File: src/rtl/fp32_divider_if.sv
// Handshake and data bundle for the FP32 divider: request side (start, A, B)
// and response side (busy, done, result, exception flags).
interface fp32_divider_if;
  logic        start;
  logic [31:0] A;
  logic [31:0] B;
  logic        busy;
  logic        done;
  logic [31:0] result;
  logic        invalid;
  logic        div_by_zero;
  logic        overflow;
  logic        underflow;

  modport master (
    output start, A, B,
    input  busy, done, result, invalid, div_by_zero, overflow, underflow
  );

  modport slave (
    input  start, A, B,
    output busy, done, result, invalid, div_by_zero, overflow, underflow
  );
endinterface

File: src/rtl/fp32_divider.sv
// Sequential IEEE-754 single-precision divider. A restoring mantissa divider
// produces one quotient bit per clock (25 bits), followed by a single
// normalize/range-check step. Denormals flush to zero, rounding truncates.
// Special operands bypass the divide loop and finish two clocks after start.
module fp32_divider (
  input  logic               clk,
  input  logic               rst,
  fp32_divider_if.slave      bus
);

  typedef enum logic [2:0] {
    S_IDLE,
    S_SPECIAL,
    S_DIVIDE,
    S_NORM,
    S_DONE
  } state_t;

  state_t      state;
  logic [4:0]  cnt;

  // Operand fields of the request currently presented on the bus
  logic        sa, sb, sgn;
  logic [7:0]  ea, eb;
  logic [22:0] fa, fb;
  logic        a_nan, b_nan, a_inf, b_inf, a_zero, b_zero;

  // Special-case resolution of the presented operands
  logic        spec_hit;
  logic [31:0] spec_val;
  logic        spec_inv;
  logic        spec_dbz;

  // Working registers of the divide loop (no reset: always loaded on accept)
  logic                sp_hit;
  logic [31:0]         sp_res;
  logic                sp_inv;
  logic                sp_dbz;
  logic [24:0]         rem;
  logic [23:0]         mb;
  logic [24:0]         quo;
  logic signed [9:0]   exp_e;
  logic                sign_r;

  // One restoring step
  logic                q_bit;
  logic [24:0]         diff;
  logic [24:0]         rem_next;

  logic [33:0]         packed_res;

  // Truncating normalization plus overflow/underflow saturation.
  // Returns {overflow, underflow, result}.
  function automatic logic [33:0] normalize_pack(input logic s,
                                                 input logic signed [9:0] e,
                                                 input logic [24:0] q);
    logic signed [9:0] ex;
    logic [22:0]       fr;
    if (q[24]) begin
      fr = q[23:1];
      ex = e;
    end else begin
      fr = q[22:0];
      ex = e - 10'sd1;
    end
    if (ex >= 10'sd255)
      return {1'b1, 1'b0, s, 8'hFF, 23'h0};
    else if (ex <= 10'sd0)
      return {1'b0, 1'b1, s, 31'h0};
    else
      return {1'b0, 1'b0, s, ex[7:0], fr};
  endfunction

  assign sa = bus.A[31];
  assign ea = bus.A[30:23];
  assign fa = bus.A[22:0];
  assign sb = bus.B[31];
  assign eb = bus.B[30:23];
  assign fb = bus.B[22:0];
  assign sgn    = sa ^ sb;
  assign a_nan  = (ea == 8'hFF) && (fa != 23'h0);
  assign b_nan  = (eb == 8'hFF) && (fb != 23'h0);
  assign a_inf  = (ea == 8'hFF) && (fa == 23'h0);
  assign b_inf  = (eb == 8'hFF) && (fb == 23'h0);
  assign a_zero = (ea == 8'h00);
  assign b_zero = (eb == 8'h00);

  // Resolve special operands in priority order
  always_comb begin
    spec_hit = 1'b1;
    spec_val = 32'h0;
    spec_inv = 1'b0;
    spec_dbz = 1'b0;
    if (a_nan) begin
      spec_val = bus.A;
    end else if (b_nan) begin
      spec_val = bus.B;
    end else if ((a_zero && b_zero) || (a_inf && b_inf)) begin
      spec_val = 32'h7FC0_0000;
      spec_inv = 1'b1;
    end else if (a_inf) begin
      spec_val = {sgn, 8'hFF, 23'h0};
    end else if (b_zero) begin
      spec_val = {sgn, 8'hFF, 23'h0};
      spec_dbz = 1'b1;
    end else if (a_zero || b_inf) begin
      spec_val = {sgn, 31'h0};
    end else begin
      spec_hit = 1'b0;
    end
  end

  assign q_bit    = (rem >= {1'b0, mb});
  assign diff     = q_bit ? (rem - {1'b0, mb}) : rem;
  assign rem_next = diff << 1;

  assign packed_res = normalize_pack(sign_r, exp_e, quo);

  // Operand latch on accept, then one restoring divide step per DIVIDE cycle
  always_ff @(posedge clk) begin
    if ((state == S_IDLE || state == S_DONE) && bus.start) begin
      sp_hit <= spec_hit;
      sp_res <= spec_val;
      sp_inv <= spec_inv;
      sp_dbz <= spec_dbz;
      rem    <= {2'b01, fa};
      mb     <= {1'b1, fb};
      quo    <= 25'h0;
      exp_e  <= $signed({2'b00, ea}) - $signed({2'b00, eb}) + 10'sd127;
      sign_r <= sgn;
    end else if (state == S_DIVIDE) begin
      rem <= rem_next;
      quo <= {quo[23:0], q_bit};
    end
  end

  // Control FSM with registered handshake, result and flags
  always_ff @(posedge clk or posedge rst) begin
    if (rst) begin
      state           <= S_IDLE;
      cnt             <= 5'd0;
      bus.busy        <= 1'b0;
      bus.done        <= 1'b0;
      bus.result      <= 32'h0;
      bus.invalid     <= 1'b0;
      bus.div_by_zero <= 1'b0;
      bus.overflow    <= 1'b0;
      bus.underflow   <= 1'b0;
    end else begin
      case (state)
        S_IDLE, S_DONE: begin
          bus.done <= 1'b0;
          if (bus.start) begin
            bus.busy        <= 1'b1;
            bus.invalid     <= 1'b0;
            bus.div_by_zero <= 1'b0;
            bus.overflow    <= 1'b0;
            bus.underflow   <= 1'b0;
            cnt             <= 5'd0;
            state           <= spec_hit ? S_SPECIAL : S_DIVIDE;
          end else begin
            state <= S_IDLE;
          end
        end
        S_SPECIAL: begin
          state <= S_NORM;
        end
        S_DIVIDE: begin
          if (cnt == 5'd24) begin
            cnt   <= 5'd0;
            state <= S_NORM;
          end else begin
            cnt <= cnt + 5'd1;
          end
        end
        S_NORM: begin
          if (sp_hit) begin
            bus.result      <= sp_res;
            bus.invalid     <= sp_inv;
            bus.div_by_zero <= sp_dbz;
          end else begin
            bus.result    <= packed_res[31:0];
            bus.overflow  <= packed_res[33];
            bus.underflow <= packed_res[32];
          end
          bus.done <= 1'b1;
          bus.busy <= 1'b0;
          state    <= S_DONE;
        end
        default: begin
          state <= S_IDLE;
        end
      endcase
    end
  end

endmodule
File: src/flat_wrapper.sv
// flat-port wrapper written by rule: the top's interface ports become plain ports
module fp32_divider_flat 
  (clk, rst, bus_start, bus_A, bus_B, bus_busy, bus_done, bus_result, bus_invalid, bus_div_by_zero, bus_overflow, bus_underflow);
  fp32_divider_if bus_i ();
  input  logic clk;
  input  logic rst;
  input wire logic [$bits(bus_i.start)-1:0] bus_start;
  input wire logic [$bits(bus_i.A)-1:0] bus_A;
  input wire logic [$bits(bus_i.B)-1:0] bus_B;
  output wire logic [$bits(bus_i.busy)-1:0] bus_busy;
  output wire logic [$bits(bus_i.done)-1:0] bus_done;
  output wire logic [$bits(bus_i.result)-1:0] bus_result;
  output wire logic [$bits(bus_i.invalid)-1:0] bus_invalid;
  output wire logic [$bits(bus_i.div_by_zero)-1:0] bus_div_by_zero;
  output wire logic [$bits(bus_i.overflow)-1:0] bus_overflow;
  output wire logic [$bits(bus_i.underflow)-1:0] bus_underflow;
  assign bus_i.start = bus_start;
  assign bus_i.A = bus_A;
  assign bus_i.B = bus_B;
  assign bus_busy = bus_i.busy;
  assign bus_done = bus_i.done;
  assign bus_result = bus_i.result;
  assign bus_invalid = bus_i.invalid;
  assign bus_div_by_zero = bus_i.div_by_zero;
  assign bus_overflow = bus_i.overflow;
  assign bus_underflow = bus_i.underflow;
  fp32_divider u_core (.clk(clk), .rst(rst), .bus(bus_i));
endmodule
File: config.mk
export PLATFORM = sky130hd
export DESIGN_NAME = fp32_divider_flat
export DESIGN_NICKNAME = d
export VERILOG_FILES = /design/src/rtl/fp32_divider_if.sv /design/src/rtl/fp32_divider.sv /design/src/flat_wrapper.sv
export SDC_FILE = /design/constraint.sdc
export NUM_CORES = 1
export LEC_CHECK = 0
export CAP_MARGIN = 0
export CORE_ASPECT_RATIO = 0.75
export CORE_MARGIN = 5
export CORE_UTILIZATION = 56
export DETAILED_ROUTE_END_ITERATION = 7
export PLACE_DENSITY_LB_ADDON = 0.08
export SLEW_MARGIN = 25
export SYNTH_ARGS = -nofsm -noshare
export SYNTH_HDL_FRONTEND = slang
export SYNTH_SLANG_ARGS = --single-unit
export TNS_END_PERCENT = 30
File: constraint.sdc
create_clock -name clk -period 7.18 [get_ports clk]
set_input_delay 1.077 -clock clk [delete_from_list [all_inputs] [get_ports clk]]
set_output_delay 1.077 -clock clk [all_outputs]
set_load 0.05 [all_outputs]
======== After elaboration in Yosys (flattened, before gate mapping) ========
Index checks and enable logic that the tools add are counted.
word-level totals
  output and inout port bits .............. 38
  register bits ........................... 165
  input port bits ......................... 67
  word-level logic and storage cells ...... 107
cells by class
  reductions and logical operators ........ 27
  add/subtract/negate cells ............... 5
  bitwise gates (word level) .............. 1
  equality and inequality tests ........... 11
  muxes and demuxes ....................... 41
  $lt $le $gt $ge ......................... 3
operator list
  kind                     number
  $mux W32                 7
  $mux W23                 3
  $logic_not A23 Y1        2
  $reduce_bool A23 Y1      2
  $mux W34                 1
  $mux W33                 1
  $ge A25 B24 Y1           1
  $mux W24                 1
  $sub A24 B24 Y24         1
  $eq A8 B8 Y1 const B     2
  $logic_not A8 Y1         2
  $mux W1                  14
  $pmux W1 S2              6
  $pmux W3 S4              1
  $add A10 B8 Y10 const B  1
  $ge A10 B9 Y1 const B    1
  $le A10 B1 Y1 const B    1
  $mux W10                 1
  $mux W5                  2
  $pmux W5 S2              1
  $sub A10 B2 Y10 const B  1
  $sub A8 B8 Y9            1
  $logic_and A1 B1 Y1      7
  $eq A3 B2 Y1 const B     2
  16 further kinds         26

======== Logic depth before layout (Yosys ltp) ========
  word-level depth ........................ 12
  depth in mapped cells ................... 12
  mapped depth without buffers ............ 12

======== Least setup slack after synthesis ========
Ideal clock, no wire load.
  kind .................................... input -> register
  from .................................... input bus_start
  to ...................................... register u_core.rem[23]
  buffers on the path ..................... 0
  stages on the path ...................... 6
  setup time .............................. 0.075 ns
  data arrival time ....................... 3.832 ns
  data required time ...................... 7.105 ns
  setup slack ............................. 3.273 ns
  path through ............................ nand2_1 > inv_1 > nor2_1 > inv_1 > o32ai_1 > a31oi_1
on the way
  longest elaborated chain between the ends .. 1
ends and longest elaborated chain
  item                  RTL line             RTL
  from (decl)           flat_wrapper.sv:7    input wire logic [$bits(bus_i.start)-1:0] bus_start;
  $logic_and A1 B1 Y1   fp32_divider.sv:121  if ((state == S_IDLE || state == S_DONE) && bus.start) begin
  to (signal assigned)  fp32_divider.sv:126  rem <= {2'b01, fa};
  to (signal assigned)  fp32_divider.sv:132  rem <= rem_next;
  to (decl)             fp32_divider.sv:39   logic [24:0] rem;
No other way between the ends.
A chain may end at the register's enable or synchronous reset.

======== Worst setup path after layout ========
  from .................................... input bus_A[16]
  to ...................................... register u_core.sp_res[22] (data pin)
on the way
  longest elaborated chain between the ends .. 7
  elaborated cells on any way between the ends .. 10
  those cells by class .................... mux: 4; reduce/logical: 6
ends and longest elaborated chain
  item                           RTL line             RTL
  from (decl)                    flat_wrapper.sv:8    input wire logic [$bits(bus_i.A)-1:0] bus_A;
  $logic_not A23 Y1              fp32_divider.sv:83   assign a_inf = (ea == 8'hFF) && (fa == 23'h0);
  $logic_and A1 B1 Y1            fp32_divider.sv:83
  $logic_and A1 B1 Y1            fp32_divider.sv:98   end else if ((a_zero && b_zero) || (a_inf && b_inf)) begin
  $logic_or A1 B1 Y1             fp32_divider.sv:98
  $mux W32                       fp32_divider.sv:98
  $mux W32                       fp32_divider.sv:96   end else if (b_nan) begin
  $mux W32 (*)                   fp32_divider.sv:94   if (a_nan) begin
  named net u_core.spec_val[22]  fp32_divider.sv:30   logic [31:0] spec_val;
  to (signal assigned)           fp32_divider.sv:123  sp_res <= spec_val;
  to (decl)                      fp32_divider.sv:36   logic [31:0] sp_res;
The timed path passes the listed nets; every way through them passes the cells marked *.

==> impl_metrics.json <==
{
  "synthesized_net_count": 985,
  "detailedRoute.firstIterationViolations": 846,
  "muxShareOfSynthArea": 0.0461,
  "yosys.cell_count.top_type": "sky130_fd_sc_hd__edfxtp_1",
  "antenna_cells_inserted": 0,
  "number_of_antenna_violations_at_the_first_check_in_global_routing": 0,
  "ys_ff_latch": 165,
  "synth_edf_count": 92,
  "tritoncts": "done",
  "timing.rr.end": "u_core.rem[21]$_DFFE_PP_",
  "power_per_cell_area_nw_per_um2": 466,
  "gp_routability_congestion": 0.949,
  "yosysTopAreaCellShare": 0.303,
  "cts_inserted_buffers": 17,
  "fp-row-count": 40,
  "core_area_um2": 16000,
  "synth-xor-area-share": 0.0385,
  "detailedRoute.firstPassIterationCount": 5,
  "synthSimpleGateAreaFrac": 0.140,
  "switchingPower_mw": 2.19,
  "dp_worst_setup_slack_ns": 3.05,
  "worstSetupStartpointType": "input pin",
  "sequential_cell_fraction_of_total_power": 0.323,
  "clock_tree.htree_level_count": 4,
  "clk_root_buffer_cell": "sky130_fd_sc_hd__clkbuf_16",
  "critical_path_end_type": "flop",
  "fin_skew_ns": 0.0124,
  "max_freq_mhz": 278,
  "min_delay_path_depth": 2,
  "timing.critical_path.slowest_stage_cell": "sky130_fd_sc_hd__nor3_4",
  "drc": 0,
  "globalRoute.totalOverflow": 0,
  "p_sw_frac": 0.431,
  "clkSlewWorstSetupHoldPaths_ns": 0.06,
  "crit_required_ns": 7.47,
  "timing.max_cap.violations": 0,
  "r2r_start": "u_core.mb[10]$_DFFE_PP_",
  "status": "finished clean",
  "drt.antenna.violating_nets": 0,
  "critical_path_arrival_ns": 3.89,
  "final_layout_size_suffix_gt1_frac": 0.0802,
  "min-delay-path-class": "flop to flop",
  "rsz0062_at_grt": "no",
  "die_h_um": 121,
  "crit_path_end": "u_core.sp_res[22]$_DFFE_PP_",
  "worstSetupPathDepth": 6,
  "vdd_drop_max_uv": 238,
  "max_slew.worst_pin.slew_ns": 0.972,
  "ctsResizeCount": 0,
  "synth_top_family_by_area": "compound AO/OA/AOI/OAI gates",
  "p_int_mw": 2.89,
  "timing.reg2reg.setup_slack_ns": 3.70,
  "period_minus_slack_ns": 3.60,
  "synthesized_area_per_cell_um2": 10.4,
  "largest_net_degree_at_the_start_of_global_routing": 76,
  "final.period_utilization": 0.501,
  "post-synth-top-area-cell": "sky130_fd_sc_hd__edfxtp_1",
  "dieArea_um2": 19000,
  "maximum_root_to_sink_buffer_count": 2,
  "floorplan.die.width_um": 157,
  "path_class": "input pin to flop",
  "grt_pass1_wl_mm": 38.7,
  "path_delay_family": "simple AND/OR/NAND/NOR gates",
  "crit_path_max_fanout": 24,
  "dp_hpwl_mm": 17.8,
  "slowest_delay_ns": 0.68,
  "boundaryPins": 105,
  "share_clk_of_total_power": 0.176,
  "synth.distinct_cells": 72,
  "timing.final.ws_setup_ns": 3.58,
  "route.final.wire_length_mm": 24.6,
  "syn_inst": 881,
  "wl_per_cell_um": 20.6,
  "grt_pass1_vias": 7134,
  "area.growth.synth_to_final_pct": 19.6,
  "vias": 7551,
  "synth.yosys.seq_area_share": 0.488,
  "slew_headroom": 0.352,
  "routed_via_density": 6.32,
  "timing_max_transition_violations_final": 0,
  "cell_area_after_synthesis_um2": 9130,
  "nets": 1076,
  "synth.area.top_cells": "sky130_fd_sc_hd__edfxtp_1, sky130_fd_sc_hd__dfrtp_1, sky130_fd_sc_hd__dfxtp_1, sky130_fd_sc_hd__ha_1, sky130_fd_sc_hd__mux2i_1",
  "cts_post_setup_buffers_inserted": 0,
  "clock_sinks": 165,
  "postCtsHoldBufs": 0,
  "crit_path_start": "bus_A[16]",
  "insertion_delay_ns": 0.43,
  "yosysWarningCount": 0,
  "synth_compound_gate_area_share": 0.195,
  "worst-r2r-cell-count": 11,
  "combPwrFrac": 0.500,
  "io_buffer_count": 104,
  "power.static_leakage_nw": 4.12,
  "setup-violations-final": 0,
  "cells_along_the_critical_path": "clkdlybuf4s50_1 > nor4_1 > nand4_1 > o21a_1 > nor3_4 > a221o_1",
  "path_buf_inv": 1,
  "gr-usage-all-layers": 0.261,
  "finalSetupTns_ns": 0,
  "synth-async-reset-ratio": 0.279,
  "synth-main-ff-cell": "sky130_fd_sc_hd__edfxtp_1",
  "synth-adder-area-share": 0.0524,
  "post_synth_most_frequent_cells": "sky130_fd_sc_hd__edfxtp_1, sky130_fd_sc_hd__a21oi_1, sky130_fd_sc_hd__nor2_1",
  "report.final.hold_viol_count": 0,
  "initial_utilization": 0.570
}
-- registers in the layout, summed over array words and instances (netlist names) --
register	cells
u_core.sp_inv	1
u_core.exp_e	10
u_core.sign_r	1
u_core.sp_res	32
u_core.quo	25
u_core.rem	25
u_core.cnt	5
u_core.bus.done	1
u_core.bus.div_by_zero	1
u_core.bus.busy	1
u_core.state	3
u_core.bus.overflow	1
u_core.bus.underflow	1
u_core.bus.invalid	1
u_core.mb	23
u_core.sp_hit	1
u_core.sp_dbz	1
u_core.bus.result	32
-- worst min-delay path, delay by kind of cell (launching register included) --
kind               cells  cell delay (ns)
DFF                    1             0.35
and+or+nand+nor        1             0.05
AOI/OAI and AO/OA      1             0.05
-- worst min path at each step --
stage	end	start	slack, ns
after floorplan	u_core.rem[24]$_SDFFE_PP0P_	u_core.rem[24]$_SDFFE_PP0P_	0.43
after global placement	u_core.rem[24]$_SDFFE_PP0P_	u_core.rem[24]$_SDFFE_PP0P_	0.46
after detailed placement	u_core.bus.overflow$_DFFE_PP0P_	u_core.bus.overflow$_DFFE_PP0P_	0.48
after CTS	u_core.bus.overflow$_DFFE_PP0P_	u_core.bus.overflow$_DFFE_PP0P_	0.49
after global routing	u_core.rem[24]$_SDFFE_PP0P_	u_core.rem[24]$_SDFFE_PP0P_	0.51
final	u_core.bus.overflow$_DFFE_PP0P_	u_core.bus.overflow$_DFFE_PP0P_	0.49
-- kinds of logic (layout without fill, tap and decap cells) --
family	Yosys count	in the layout
xor+xnor	38	38
fa+ha+maj	37	37
flops	165	165
buf+inv	90	194
mux	42	42
simple gates	257	257
compound gates	252	252
-- per-stage QoR --
| step | cell area (um^2) | hold slack [ns] | utilization | power, mW | std cells |
|---|---|---|---|---|---|
| global route | 10900 | 0.508 | 0.681 | 5.38 | 1195 |
| global placement | 10300 | 0.462 | 0.645 | 4.08 | 1163 |
| floorplan | 9130 | 0.426 | - | 3.43 | 881 |
| finish | 10900 | 0.491 | 0.681 | 5.09 | 1195 |
| detailed placement | 10300 | 0.477 | 0.645 | 4.16 | 1163 |
| CTS | 10900 | 0.492 | 0.681 | 5.07 | 1195 |
-- placed cells by master (no fill, tap or decap), types with 4 or more instances in the layout --
| cell type | instances |
|---|---|
| sky130_fd_sc_hd__ha_1 | 35 |
| sky130_fd_sc_hd__clkdlybuf4s50_1 | 104 |
| sky130_fd_sc_hd__nand3_1 | 20 |
| sky130_fd_sc_hd__o21a_1 | 9 |
| sky130_fd_sc_hd__inv_1 | 46 |
| sky130_fd_sc_hd__nand2_1 | 65 |
| sky130_fd_sc_hd__a211oi_1 | 5 |
| sky130_fd_sc_hd__nand4_1 | 11 |
| sky130_fd_sc_hd__o22ai_1 | 5 |
| sky130_fd_sc_hd__nand3b_1 | 5 |
| sky130_fd_sc_hd__xnor2_1 | 26 |
| sky130_fd_sc_hd__mux2i_1 | 42 |
| sky130_fd_sc_hd__edfxtp_1 | 92 |
| sky130_fd_sc_hd__buf_4 | 8 |
| sky130_fd_sc_hd__a31oi_1 | 6 |
| sky130_fd_sc_hd__nor2b_1 | 9 |
| sky130_fd_sc_hd__o21ai_0 | 47 |
| sky130_fd_sc_hd__and3_1 | 4 |
| sky130_fd_sc_hd__clkbuf_16 | 20 |
| sky130_fd_sc_hd__nor3_1 | 21 |
| sky130_fd_sc_hd__xor2_1 | 11 |
| sky130_fd_sc_hd__nor2_1 | 75 |
| sky130_fd_sc_hd__dfxtp_1 | 27 |
| sky130_fd_sc_hd__dfrtp_1 | 46 |
| sky130_fd_sc_hd__o22ai_2 | 20 |
| sky130_fd_sc_hd__or2_2 | 5 |
| sky130_fd_sc_hd__a22o_1 | 40 |
| sky130_fd_sc_hd__nor4_1 | 19 |
| sky130_fd_sc_hd__a21oi_1 | 75 |
-- layout make-up --
| cell class | instances | area (um^2) |
|---|---|---|
| Tap cell | 210 | 263 |
| Clock buffer | 25 | 531 |
| Clock inverter | 7 | 52.6 |
| Inverter | 50 | 189 |
| Multi-Input combinational cell | 626 | 4320 |
| Sequential cell | 165 | 4450 |
| Timing Repair Buffer | 112 | 1100 |
| Fill cell | 1213 | 5100 |
-- per-layer routing --
metal	vias to the layer above	GRT usage	wire length, um
li1	3484	-	-
met1	3683	0.385	11100
met2	342	0.389	11100
met3	42	0.0576	1980
met4	0	0.0709	434
met5	-	0	0
-- power by group through the flow --
| stage | Clock, mW | Sequential, mW | Combinational (mW) |
|---|---|---|---|
| after floorplan | 0 | 1.93 | 1.50 |
| after global placement | 0 | 1.64 | 2.45 |
| after detailed placement | 0 | 1.65 | 2.51 |
| after CTS | 0.904 | 1.64 | 2.52 |
| after global routing | 0.951 | 1.68 | 2.75 |
| final | 0.897 | 1.64 | 2.54 |
Note: power is estimated with default switching activity, not from simulation.
